<file path="config.mk">
export PLATFORM = sky130hd
export DESIGN_NAME = shift_reg_sipo_rx
export DESIGN_NICKNAME = d
export VERILOG_FILES = /design/src/rtl/shift_reg_sipo_rx.sv
export SDC_FILE = /design/constraint.sdc
export NUM_CORES = 1
export LEC_CHECK = 0
export ABC_AREA = 1
export CAP_MARGIN = 30
export CORE_ASPECT_RATIO = 1.1
export CORE_MARGIN = 2
export CORE_UTILIZATION = 28
export CTS_CLUSTER_DIAMETER = 80
export CTS_CLUSTER_SIZE = 24
export DETAILED_ROUTE_END_ITERATION = 7
export PLACE_DENSITY_LB_ADDON = 0.05
export SYNTH_ARGS = -nofsm -noshare
export SYNTH_HDL_FRONTEND = slang
export SYNTH_SLANG_ARGS = --single-unit
</file>
<file path="constraint.sdc">
create_clock -name clk -period 1.1 [get_ports clk]
set_clock_uncertainty 0.05 [all_clocks]
set_input_delay 0.22 -clock clk [delete_from_list [all_inputs] [get_ports clk]]
set_output_delay 0.22 -clock clk [all_outputs]
set_load 0.02 [all_outputs]
</file>
<file path="src/rtl/shift_reg_sipo_rx.sv">
// Serial-in/parallel-out receiver: collects WIDTH serial bits LSB- or MSB-first,
// rebuilds the word and holds it in a one-entry valid/ready buffer with a sticky
// overrun flag for words that complete while the buffer is still occupied.
module shift_reg_sipo_rx #(
    parameter int unsigned WIDTH = 4,
    parameter int unsigned CNT_W = 3
) (
    input  logic             clk,
    input  logic             rst_n,
    input  logic             ser_in,
    input  logic             ser_valid,
    input  logic             dir,
    input  logic             clear,
    output logic [WIDTH-1:0] par_out,
    output logic             par_valid,
    input  logic             par_ready,
    output logic             overrun,
    output logic             busy,
    output logic [CNT_W-1:0] bit_cnt
);

    typedef enum logic {
        IDLE  = 1'b0,
        SHIFT = 1'b1
    } state_t;

    state_t           state_q, state_d;
    logic [WIDTH-1:0] sr_q, sr_d;
    logic [CNT_W-1:0] bit_cnt_q, bit_cnt_d;
    logic             dir_lat_q, dir_lat_d;
    logic [WIDTH-1:0] par_out_q, par_out_d;
    logic             par_valid_q, par_valid_d;
    logic             overrun_q, overrun_d;

    logic             accept;
    logic             last_bit;
    logic             rd_fire;
    logic             dir_eff;
    logic [WIDTH-1:0] sr_shift;

    // Per-cycle qualifiers shared by the next-state and datapath logic
    assign accept   = ser_valid & ~clear;
    assign last_bit = accept & (bit_cnt_q == CNT_W'(WIDTH - 1));
    assign rd_fire  = par_valid_q & par_ready;
    assign dir_eff  = (state_q == IDLE) ? dir : dir_lat_q;
    assign sr_shift = dir_eff ? {sr_q[WIDTH-2:0], ser_in} : {ser_in, sr_q[WIDTH-1:1]};

    // State and datapath registers
    always_ff @(posedge clk or negedge rst_n) begin
        if (!rst_n) begin
            state_q     <= IDLE;
            sr_q        <= '0;
            bit_cnt_q   <= '0;
            dir_lat_q   <= 1'b0;
            par_out_q   <= '0;
            par_valid_q <= 1'b0;
            overrun_q   <= 1'b0;
        end else begin
            state_q     <= state_d;
            sr_q        <= sr_d;
            bit_cnt_q   <= bit_cnt_d;
            dir_lat_q   <= dir_lat_d;
            par_out_q   <= par_out_d;
            par_valid_q <= par_valid_d;
            overrun_q   <= overrun_d;
        end
    end

    // Next state: clear or the final bit of a word returns to IDLE
    always_comb begin
        state_d = state_q;
        if (clear) begin
            state_d = IDLE;
        end else if (accept) begin
            state_d = last_bit ? IDLE : SHIFT;
        end
    end

    // Datapath: shift, count, complete into the output buffer, detect overrun
    always_comb begin
        sr_d        = sr_q;
        bit_cnt_d   = bit_cnt_q;
        dir_lat_d   = dir_lat_q;
        par_out_d   = par_out_q;
        par_valid_d = par_valid_q;
        overrun_d   = overrun_q;

        // A read empties the buffer unless a new word lands in the same cycle
        if (rd_fire) begin
            par_valid_d = 1'b0;
        end

        if (clear) begin
            sr_d      = '0;
            bit_cnt_d = '0;
            overrun_d = 1'b0;
        end else if (accept) begin
            sr_d      = sr_shift;
            dir_lat_d = dir_eff;
            if (last_bit) begin
                bit_cnt_d = '0;
                if (!par_valid_q || rd_fire) begin
                    par_out_d   = sr_shift;
                    par_valid_d = 1'b1;
                end else begin
                    overrun_d = 1'b1;
                end
            end else begin
                bit_cnt_d = bit_cnt_q + CNT_W'(1);
            end
        end
    end

    assign par_out   = par_out_q;
    assign par_valid = par_valid_q;
    assign overrun   = overrun_q;
    assign bit_cnt   = bit_cnt_q;
    assign busy      = (bit_cnt_q != '0);

endmodule

</file>
==> results.py <==
metrics = {
    "outcome": {
        "status": "finished with violations",
        "failed_checks": "setup timing",
    },
    "floorplan": {
        "start_util_pct": 28.9,
        "die_w_um": 52.2,
        "dieArea_um2": 2980,
        "die_h_um": 57.0,
        "core_area_um2": 2470,
        "pin_count": 17,
        "rows": 19,
    },
    "hold_path": {
        "hold_class": "input pin to asynchronous set/reset pin",
    },
    "cells_and_area": {
        "drive_above_1_share_pct": 51.2,
        "diodes": 0,
        "area_growth_syn_to_layout_pct": 72.0,
        "fillers": 248,
        "layout.nets": 137,
        "fin_cells": 158,
    },
    "synthesis": {
        "avgSynthCellArea_um2": 8.04,
        "synthArstFlopShare_pct": 100,
        "ys_ff_latch": 15,
        "syn_inst": 89,
        "ys.warnings.count": 0,
        "synth.most_common_cell": "nand2_1",
        "synth_ff_type": "dfrtp_1",
        "netlist_top_cells_count": "39 x nand2_1, 15 x dfrtp_1, 11 x inv_1",
        "netlist_area_um2": 716,
        "yosysSeqAreaShare_pct": 52.4,
        "synth_largest_type_area_fraction_pct": 52.4,
        "synth_nets": 98,
        "synth_largest_area_cell": "dfrtp_1",
        "synthTopCellsByArea": "dfrtp_1 52%, nand2_1 20%, nand3_1 7.0%",
        "synth_edf_count": 0,
        "ys_types": 11,
    },
    "sta": {
        "hold_viol": 0,
        "layout_worst_path_cycle_share_pct": 122,
        "worst_pin_slew_ns": 0.249,
        "holdWs_ns": 0.209,
        "setup_viol": 13,
        "setup_tns_ns": -1.46,
        "max_freq_mhz": 742,
        "maxSlewHeadroom_pct": 83.3,
        "setup_slack_ns": -0.247,
        "drv_slew": 0,
        "rsz0062_at_grt": "yes",
        "fin_crit_ns": 1.35,
    },
    "worst_setup_path": {
        "crit_path_end_kind": "output pin",
        "crit_fanout": 2,
        "arrival_ns": 1.08,
        "start_kind": "flop",
        "reg2regPathDepth": 8,
        "critPathKind": "flop to output pin",
        "required_ns": 0.83,
    },
    "global_route": {
        "gr-total-overflow": 0,
        "first_global_vias": 723,
        "grt_max_degree": 16,
        "antenna_found_initial": 0,
        "grt.total_usage_pct": 13.8,
        "grt_pass1_wl_mm": 3.11,
    },
    "detailed_routing": {
        "first_pass_iters": 4,
        "drc": 0,
        "wire_per_inst_um": 11.2,
        "vias": 693,
        "viasPerCell": 4.39,
        "drtIter0Drc": 11,
        "routed_wl_mm": 1.77,
        "antenna_left": 0,
    },
    "placement": {
        "port_buffers": 16,
        "dp.cells": 147,
        "hpwl_mm": 1.25,
        "gp_congestion": 0.832,
    },
    "clock_tree": {
        "insertion_delay_ns": 0.28,
        "htree_levels": 1,
        "ctsHoldBuffers": 0,
        "clk_transition_reported_paths_ns": 0.09,
        "cts-root-buf": "clkbuf_4",
        "cts.sinks": 15,
        "clk_path_buf_depth": 2,
        "cts_tree": "yes",
        "cts_buffers": 3,
    },
    "power": {
        "finalPower_mw": 1.24,
        "peakVddDrop_uv": 695,
        "power_leakage_nw": 0.651,
        "power_density_nw_per_um2": 1010,
    },
    "flow_run": {
        "max-cap-violations": 0,
    },
}
==> critical path, cell delays in order (launching register included) <==
cell	delay [ns]
dfrtp_2	0.41
inv_2	0.08
ha_4	0.13
nand2_2	0.05
buf_6	0.12
==> registers in the layout, indices dropped and copies added (netlist names) <==
| register | cells |
|---|---|
| overrun | 1 |
| dir_lat_q | 1 |
| par_valid | 1 |
| sr_q | 4 |
| par_out | 4 |
| state_q | 1 |
| bit_cnt | 3 |
==> where the power goes <==
part / leakage, nW / switching, mW / internal [mW]
sequential: 0.200 / 0.0240 / 0.584
clock: 0.0150 / 0.179 / 0.141
combinational: 0.435 / 0.162 / 0.152
total: 0.651 / 0.365 / 0.876
==> repair_timing <==
item	CTS	global route
endpoints found under the setup margin	19	24
gates resized for setup	64	26
buffers inserted	3	4
pin swaps	0	7
==> final timing paths <==
kind,slack [ns],startpoint,to
min in group clk,0.23,ser_valid,bit_cnt[2]
max in group asynchronous,0.66,rst_n,bit_cnt[1]
hold / removal,0.21,rst_n,bit_cnt[0]
setup reg to reg,-0.14,bit_cnt[0],par_out[0]
setup / recovery,-0.25,bit_cnt[1],busy
hold reg to reg,0.46,sr_q[3],sr_q[3]
==> cells by family (layout without fill, tap and decap cells) <==
| logic type | Yosys count | after routing | share of synthesized area (%) |
|---|---|---|---|
| AND/OR/NAND/NOR | 54 | 54 | 33.2 |
| adder cells (fa/ha/maj) | 2 | 2 | 3.50 |
| AO/OA/AOI/OAI | 6 | 6 | 4.55 |
| buffers and inverters | 12 | 50 | 6.29 |
| flip-flops | 15 | 15 | 52.4 |
==> per-layer routing <==
layer / routed length, um / GRT usage, %
met5: 0 / 0
met4: 44 / 6.59
met3: 60 / 2.36
met2: 875 / 21.9
met1: 794 / 18.3
==> cell type report <==
type	instances	area, um^2	share of cell area, %
repair buffers	34	325	26.4
inverters	12	45.0	3.66
multi-input cells	62	418	33.9
well taps	31	38.8	3.15
clock buffers	4	26.3	2.13
flip-flops and latches	15	378	30.7
==> metrics by stage <==
step / setup WS [ns] / cell area, um^2 / utilization (%)
finish: -0.247 / 1230 / 49.8
detailed placement: -0.382 / 1040 / 42.1
global route: -0.290 / 1230 / 49.8
global placement: -0.379 / 1040 / 42.1
CTS: -0.235 / 1110 / 44.8
floorplan: -0.0296 / 746 / -
==> placed cells by master (no fill, tap or decap), drive strengths merged <==
cell type,n
o21ai,5
dfrtp,15
nand2,40
ha,2
clkdlybuf4s50,4
nand3,10
a211oi,1
clkbuf,4
dlymetal6s2s,2
inv,12
nor2,4
buf,28
(Power assumes the default switching activity.)
